$ cat src/rtl/morse_tx_sequencer.sv
// Replays the Morse character buffer onto Y: fetch {len, pattern}, shift MSB-first
// one bit per Tick, then hold a fixed silent gap before the next character.
module morse_tx_sequencer #(
   parameter int ADDR_W    = 4,
   parameter int PAT_W     = 22,
   parameter int LEN_W     = 5,
   parameter int GAP_UNITS = 3
) (
   input  logic                   CLK,
   input  logic                   RST,
   input  logic                   Start,
   input  logic                   Tick,
   input  logic [ADDR_W-1:0]      Num_Chars,
   input  logic [LEN_W+PAT_W-1:0] Rd_Data,
   output logic [ADDR_W-1:0]      Rd_Addr,
   output logic                   Y,
   output logic                   Busy,
   output logic                   Done
);

   localparam int GAP_W = 4;

   localparam logic [2:0] S_IDLE = 3'd0;
   localparam logic [2:0] S_ADDR = 3'd1;
   localparam logic [2:0] S_LOAD = 3'd2;
   localparam logic [2:0] S_SEND = 3'd3;
   localparam logic [2:0] S_GAP  = 3'd4;

   logic [2:0]        state_q, state_d;
   logic [ADDR_W-1:0] rd_addr_q, rd_addr_d;
   logic [ADDR_W-1:0] last_idx_q, last_idx_d;
   logic [PAT_W-1:0]  shreg_q, shreg_d;
   logic [LEN_W-1:0]  bit_cnt_q, bit_cnt_d;
   logic [GAP_W-1:0]  gap_cnt_q, gap_cnt_d;
   logic              y_q, y_d;
   logic              busy_q, busy_d;
   logic              done_q, done_d;

   logic [LEN_W-1:0]  rd_len;
   assign rd_len = Rd_Data[LEN_W+PAT_W-1:PAT_W];

   always_comb begin
      state_d    = state_q;
      rd_addr_d  = rd_addr_q;
      last_idx_d = last_idx_q;
      shreg_d    = shreg_q;
      bit_cnt_d  = bit_cnt_q;
      gap_cnt_d  = gap_cnt_q;
      y_d        = y_q;
      busy_d     = busy_q;
      done_d     = 1'b0;
      case (state_q)
         S_IDLE: begin
            if (Start) begin
               if (Num_Chars != '0) begin
                  last_idx_d = Num_Chars - ADDR_W'(1);
                  rd_addr_d  = '0;
                  busy_d     = 1'b1;
                  state_d    = S_ADDR;
               end else begin
                  done_d = 1'b1;
               end
            end
         end
         S_ADDR: state_d = S_LOAD;
         S_LOAD: begin
            shreg_d   = Rd_Data[PAT_W-1:0];
            // Lengths beyond the pattern field are clamped to the field width.
            bit_cnt_d = (32'(rd_len) > PAT_W) ? LEN_W'(PAT_W) : rd_len;
            state_d   = S_SEND;
         end
         S_SEND: begin
            if (Tick) begin
               if (bit_cnt_q != '0) begin
                  y_d       = shreg_q[PAT_W-1];
                  shreg_d   = {shreg_q[PAT_W-2:0], 1'b0};
                  bit_cnt_d = bit_cnt_q - LEN_W'(1);
               end else begin
                  // End Tick counts as the first silent unit of the gap.
                  y_d = 1'b0;
                  if (rd_addr_q == last_idx_q) begin
                     done_d  = 1'b1;
                     busy_d  = 1'b0;
                     state_d = S_IDLE;
                  end else if (GAP_UNITS == 1) begin
                     rd_addr_d = rd_addr_q + ADDR_W'(1);
                     state_d   = S_ADDR;
                  end else begin
                     gap_cnt_d = GAP_W'(GAP_UNITS - 1);
                     state_d   = S_GAP;
                  end
               end
            end
         end
         S_GAP: begin
            if (Tick) begin
               gap_cnt_d = gap_cnt_q - GAP_W'(1);
               if (gap_cnt_q == GAP_W'(1)) begin
                  rd_addr_d = rd_addr_q + ADDR_W'(1);
                  state_d   = S_ADDR;
               end
            end
         end
         default: state_d = S_IDLE;
      endcase
   end

   always_ff @(posedge CLK) begin
      if (RST) begin
         state_q    <= S_IDLE;
         rd_addr_q  <= '0;
         last_idx_q <= '0;
         shreg_q    <= '0;
         bit_cnt_q  <= '0;
         gap_cnt_q  <= '0;
         y_q        <= 1'b0;
         busy_q     <= 1'b0;
         done_q     <= 1'b0;
      end else begin
         state_q    <= state_d;
         rd_addr_q  <= rd_addr_d;
         last_idx_q <= last_idx_d;
         shreg_q    <= shreg_d;
         bit_cnt_q  <= bit_cnt_d;
         gap_cnt_q  <= gap_cnt_d;
         y_q        <= y_d;
         busy_q     <= busy_d;
         done_q     <= done_d;
      end
   end

   assign Rd_Addr = rd_addr_q;
   assign Y       = y_q;
   assign Busy    = busy_q;
   assign Done    = done_q;

endmodule
$ cat config.mk
export PLATFORM = sky130hd
export DESIGN_NAME = morse_tx_sequencer
export DESIGN_NICKNAME = d
export VERILOG_FILES = /design/src/rtl/morse_tx_sequencer.sv
export SDC_FILE = /design/constraint.sdc
export NUM_CORES = 1
export LEC_CHECK = 0
export BUFFER_PORTS_ARGS = -buffer_cell sky130_fd_sc_hd__buf_2
export CELL_PAD_IN_SITES_DETAIL_PLACEMENT = 1
export CELL_PAD_IN_SITES_GLOBAL_PLACEMENT = 1
export CORE_MARGIN = 1.5
export CORE_UTILIZATION = 38
export CTS_CLUSTER_DIAMETER = 40
export DETAILED_ROUTE_END_ITERATION = 8
export GPL_TIMING_DRIVEN = 0
export PLACE_DENSITY = 0.8
export RECOVER_POWER = 25
export SYNTH_ARGS = -nofsm -noshare
export SYNTH_HDL_FRONTEND = slang
export SYNTH_SLANG_ARGS = --single-unit
$ cat constraint.sdc
create_clock -name CLK -period 1.95 [get_ports CLK]
set_clock_uncertainty 0.05 [all_clocks]
set_input_delay 0.585 -clock CLK [delete_from_list [all_inputs] [get_ports CLK]]
set_output_delay 0.585 -clock CLK [all_outputs]
set_load 0.005 [all_outputs]
==> Word level (Yosys, flattened, before mapping) <==
Index checks and enable logic that the tools add are counted.
{ "classes": {"addsub": 4, "n_mul": 0, "n_div": 0, "n_lt_le_gt_ge": 1, "n_eq_ne": 15, "shift": 0, "n_mux": 38, "bitwise": 0, "reduce_logical": 14} }
{ "op_table": {"columns": ["operator", "count"], "rows": [
  ["$mux W22", 2],
  ["$pmux W22 S2", 1],
  ["$mux W4", 8],
  ["$mux W3", 7],
  ["$ne A2 B2 Y1 const B", 9],
  ["$pmux W4 S2", 2],
  ["$mux W5", 3],
  ["$pmux W3 S5", 1],
  ["$reduce_and A6 Y1", 2],
  ["$mux W1", 11],
  ["$pmux W5 S2", 1],
  ["$reduce_and A5 Y1", 2],
  ["$reduce_bool A2 Y1", 4],
  ["$sub A4 B1 Y4 const B", 2],
  ["$eq A3 B2 Y1 const B", 2],
  ["$reduce_and A3 Y1", 2],
  ["$gt A5 B5 Y1 const B", 1],
  ["$reduce_bool A5 Y1", 1],
  ["$sub A5 B1 Y5 const B", 1],
  ["$add A4 B1 Y4 const B", 1],
  ["$eq A4 B1 Y1 const B", 1],
  ["$eq A4 B4 Y1", 1],
  ["$pmux W1 S2", 2],
  ["$reduce_bool A4 Y1", 1],
  ["4 further kinds", 4]
]} }
{ "word_totals": {"reg_bits": 45, "latch_bits": 0, "ram_bits": 0, "mem_bits_ro": 0, "in_bits": 35, "out_inout_bits": 7, "word_cells": 81, "memories": 0} }

==> Longest topological paths before layout <==
{ "depth": {"depth_word": 5, "mapped_depth": 7} }

==> Least setup slack after synthesis <==
Ideal clock, no wire load.
{ "synth_timing": {"path_type": "input-to-reg", "from": "in Num_Chars[0]", "to": "reg busy_q, in the netlist Busy", "setup_time_ns": 0.132, "arrival_time_ns": 1.849, "setup_slack_ns": -0.081, "stages": 7, "n_path_buf": 1, "path_cell_list": "inv_1 -> ha_1 -> or3b_2 -> and3_1 -> buf_2 -> o21ai_0 -> a21oi_1"} }
{ "synth_via": {"elab_chain_len": 3} }
{ "synth_lines": {"columns": ["element", "line_no", "source"], "rows": [
  ["from (decl)", "13", "input logic [ADDR_W-1:0] Num_Chars,"],
  ["$reduce_bool A4 Y1", "55", "if (Num_Chars != '0) begin"],
  ["$ne A2 B2 Y1 (no source line)", null, null],
  ["$reduce_and A6 Y1 (no source line)", null, null],
  ["to (signal assigned)", "127", "busy_q <= busy_d;"],
  ["to (decl)", "36", "logic busy_q, busy_d;"]
]} }
Every way passes these cells.
A chain may end at the register's enable or synchronous reset.

==> Worst setup path in the final report <==
{ "layout_timing": {"from": "reg bit_cnt_q[0]", "to": "reg gap_cnt_q[0]"} }
{ "layout_via": {"elab_chain_len": 3} }
{ "layout_lines": {"columns": ["element", "line_no", "source"], "rows": [
  ["from (decl)", "33", "logic [LEN_W-1:0] bit_cnt_q, bit_cnt_d;"],
  ["from (signal assigned)", "124", "bit_cnt_q <= bit_cnt_d;"],
  ["$reduce_bool A5 Y1", "74", "if (bit_cnt_q != '0) begin"],
  ["$ne A2 B2 Y1 (no source line)", null, null],
  ["$reduce_and A5 Y1 (no source line)", null, null],
  ["to (signal assigned)", "125", "gap_cnt_q <= gap_cnt_d;"],
  ["to (decl)", "34", "logic [GAP_W-1:0] gap_cnt_q, gap_cnt_d;"]
]} }
Every way passes these cells.

==> flow_summary_export.csv <==
group,metric,value,unit
clock_tree,clockBufferDepth,2,
grt,track_usage,19.9,%
die,start_util,39.1,%
worst_setup_path,crit_start,"bit_cnt_q[0]$_SDFFE_PP0P_",
timing,final.min_clock_period,1920,ps
final_layout,nets,379,
synthesis,synth-edff-count,0,
synthesis,synth_top_cell_by_area,"dfxtp_1",
synthesis,postSynthRegisterBits,45,
worst_setup_path,crit_cells,6,
synthesis,synth_seq_area_share,36.5,%
power,p_leak,1.10,nW
worst_hold_path,min_path_type,"in2reg",
timing,fin_crit_sh,98.5,%
routing,postRouteWirelength,6750,um
grt,overflow,0,
worst_setup_path,worstPathCellList,"inv_2 -> ha_4 -> or4b_4 -> or3_4 -> o211ai_1 -> a21oi_1",
clock_tree,clock_sinks,45,
routing,drtIter0Drc,95,
routing,vias_per_cell,5.56,
synthesis,syn_avg_cell_area,8.60,sq um
power,p_switching,1.09,mW
clock_tree,clk_latency,310,ps
die,io_pins,42,
timing,rsz0062_at_grt,"true",
timing,fmax,0.520,GHz
timing,finalSetupViolCount,0,
final_layout,multi_input_area,0.00148,sq mm
clock_tree,cts_htree_levels,2,
synthesis,syn_area,0.00247,sq mm
final_layout,drive_gt1_share,31.5,%
worst_setup_path,crit_path_end_kind,"register",
final_layout,diodes,0,
final_layout,final_cell_mix,"nand2_1, dfxtp_1, buf_2",
die,die_h,83.6,um
routing,drt_first_pass_iters,4,
final_layout,area.growth.synth_to_final,21.1,%
placement,portBuffers,39,
die,dieArea,0.00699,sq mm
worst_setup_path,worst-path-buf-inv,1,
job,drv_cap,0,
power,p_int,1.96,mW
clock_tree,cts_made_buffers,5,
worst_setup_path,cp_slowest_stage_delay,500,ps
synthesis,ys_types,53,
routing,vias,2320,
worst_setup_path,regToRegEndpoint,"gap_cnt_q[0]$_SDFFE_PP0P_",
timing,tns,0,ps
routing,wl_per_cell,16.2,um
worst_setup_path,critPathSlowestCell,"or4b_4",
synthesis,async_reset_ff_share,0,%
timing,setup_slack,28.6,ps
placement,gp_congestion,0.796,
grt,antenna_found_initial,0,
worst_setup_path,required,2070,ps
synthesis,synthFlopType,"dfxtp_1",
timing,hold_slack,437,ps
synthesis,syn-num-nets,327,
power,power_density,1020,mW/mm^2
die,row_count,29,
synthesis,yosysTopAreaCellShare,36.5,%
clock_tree,root_buffer,"clkbuf_8",
worst_setup_path,r2r_start,"bit_cnt_q[0]$_SDFFE_PP0P_",
final_layout,nFillCells,793,
clock_tree,cts.clk_slew.worst_paths,90,ps
worst_setup_path,cp.arrival,2040,ps
routing,drcViolationCount,0,
synthesis,synth_cells,287,
worst_setup_path,r2r_cells,6,
timing,timing.final.max_slew_violations,0,
placement,dp_hpwl,4820,um
timing,report.final.hold_viol_count,0,
worst_hold_path,holdPathStages,2,
synthesis,yosys-top-cells-area,"dfxtp_1, a311oi_2, nand2_1",
final_layout,seq_area,903,sq um
synthesis,synth_warnings,0,
power,pwr-share-seq,38.8,%
worst_setup_path,critical_path.top_delay_family,"simple AND/OR/NAND/NOR gates",
timing,worst_slew_pin_slew,727,ps
grt,grt_max_degree,15,
final_layout,mostFrequentLayoutCell,"nand2_1",
worst_setup_path,reg2reg_slack,30,ps
die,core-area,0.00631,sq mm
grt,grt_pass1_vias,2361,
clock_tree,cts_hold_buf,0,
routing,ant_nets,0,
timing,slew_headroom,51.5,%
grt,grt_pass1_wl,11300,um
worst_setup_path,critPathMaxFanout,5,
power,swShare,35.8,%
clock_tree,cts_tree,"yes",
worst_setup_path,cp-endpoint,"gap_cnt_q[0]$_SDFFE_PP0P_",
worst_setup_path,worstSetupPathType,"reg2reg",
power,power_frac_clock,24.9,%
die,die_x,83.6,um
power,power_frac_comb,36.3,%
status,status,"completed",
worst_setup_path,worst_setup_path_start_kind,"register",
power,vdd.ir_drop.worst,0.473,mV
placement,place_ws,-309,ps
[state kept, by name, indices dropped and copies added, names as in the netlist]
name	cells
Done	1
bit_cnt_q	5
state_q	3
Busy	1
Y	1
gap_cnt_q	4
last_idx_q	4
Rd_Addr	4
shreg_q	22
[layer usage]
| metal | track usage [%] | share of wire [%] | vias up |
|---|---|---|---|
| met4 | 7.00 | 1.3 | 0 |
| met5 | 0 | 0 | - |
| li1 | - | - | 1158 |
| met2 | 34.8 | 50 | 46 |
| met3 | 3.36 | 2.9 | 9 |
| met1 | 24.5 | 46 | 1107 |
[layout make-up]
cell class                 instances  share of cell area, %
buffer                            21                   3.98
clock buffer                       6                   2.76
clock inverter                     2                   1.26
inverter                          10                   1.26
multi-input combinational        211                   49.4
sequential                        45                   30.2
tap                               77                   3.22
timing repair buffer              45                   7.95
[per-stage QoR]
stage | total power, mW | instance area [sq um] | utilization (%) | std cells
floorplan | 1.95 | 2470 | - | 287
global placement | 2.18 | 2760 | 43.8 | 403
detailed placement | 2.22 | 2760 | 43.8 | 403
CTS | 3.03 | 2920 | 46.3 | 413
global route | 3.23 | 2990 | 47.3 | 417
finish | 3.05 | 2990 | 47.3 | 417
[synthesized netlist by cell type, types with 3 or more instances]
| cell | number |
|---|---|
| nand2_1 | 51 |
| dfxtp_1 | 45 |
| a21oi_1 | 38 |
| a311oi_2 | 20 |
| nor2_1 | 11 |
| inv_1 | 10 |
| buf_2 | 9 |
| o21ai_0 | 8 |
| clkbuf_1 | 7 |
| xnor2_1 | 7 |
| nand3_1 | 6 |
| nand3b_1 | 6 |
| ha_1 | 5 |
| a211oi_1 | 4 |
| nand4_1 | 4 |
| nor3_1 | 4 |
| a311oi_1 | 3 |
| a31oi_1 | 3 |
| o21a_1 | 3 |
[worst min path at each step]
stage | to | from
after global placement | shreg_q[0]$_SDFFE_PP0P_ | shreg_q[0]$_SDFFE_PP0P_
after CTS | last_idx_q[0]$_SDFFE_PP0P_ | Num_Chars[0]
after floorplan | shreg_q[0]$_SDFFE_PP0P_ | shreg_q[0]$_SDFFE_PP0P_
final | last_idx_q[0]$_SDFFE_PP0P_ | Num_Chars[0]
after detailed placement | Y$_SDFFE_PP0P_ | shreg_q[21]$_SDFFE_PP0P_
after global routing | last_idx_q[0]$_SDFFE_PP0P_ | Num_Chars[0]
[kinds of logic (layout without fill, tap and decap cells)]
| family | count (synthesis) | count (layout) | synth area share [%] |
|---|---|---|---|
| AOI/OAI and AO/OA | 95 | 95 | 31.1 |
| xor gates and xnor gates | 9 | 9 | 3.19 |
| adders and majority gates | 5 | 5 | 2.53 |
| buffers and inverters | 31 | 84 | 5.83 |
| DFF | 45 | 45 | 36.5 |
| muxes | 1 | 1 | 0.405 |
| and+or+nand+nor | 101 | 101 | 20.4 |
[timing repair]
| item | CTS | global route |
|---|---|---|
| resized for setup | 7 | 16 |
| endpoints found under the setup margin | 31 | 30 |
| setup buffers | 2 | 4 |
| pin swaps | 3 | 3 |
[power groups by stage]
stage	Sequential [mW]	Combinational, mW	Clock (mW)
2_1_floorplan	1.17	0.785	0
3_3_place_gp	1.19	0.990	0
3_5_place_dp	1.20	1.03	0
4_1_cts	1.18	1.07	0.776
5_1_grt	1.20	1.23	0.797
6_report	1.19	1.11	0.759
Note: power is estimated with default switching activity, not from simulation.
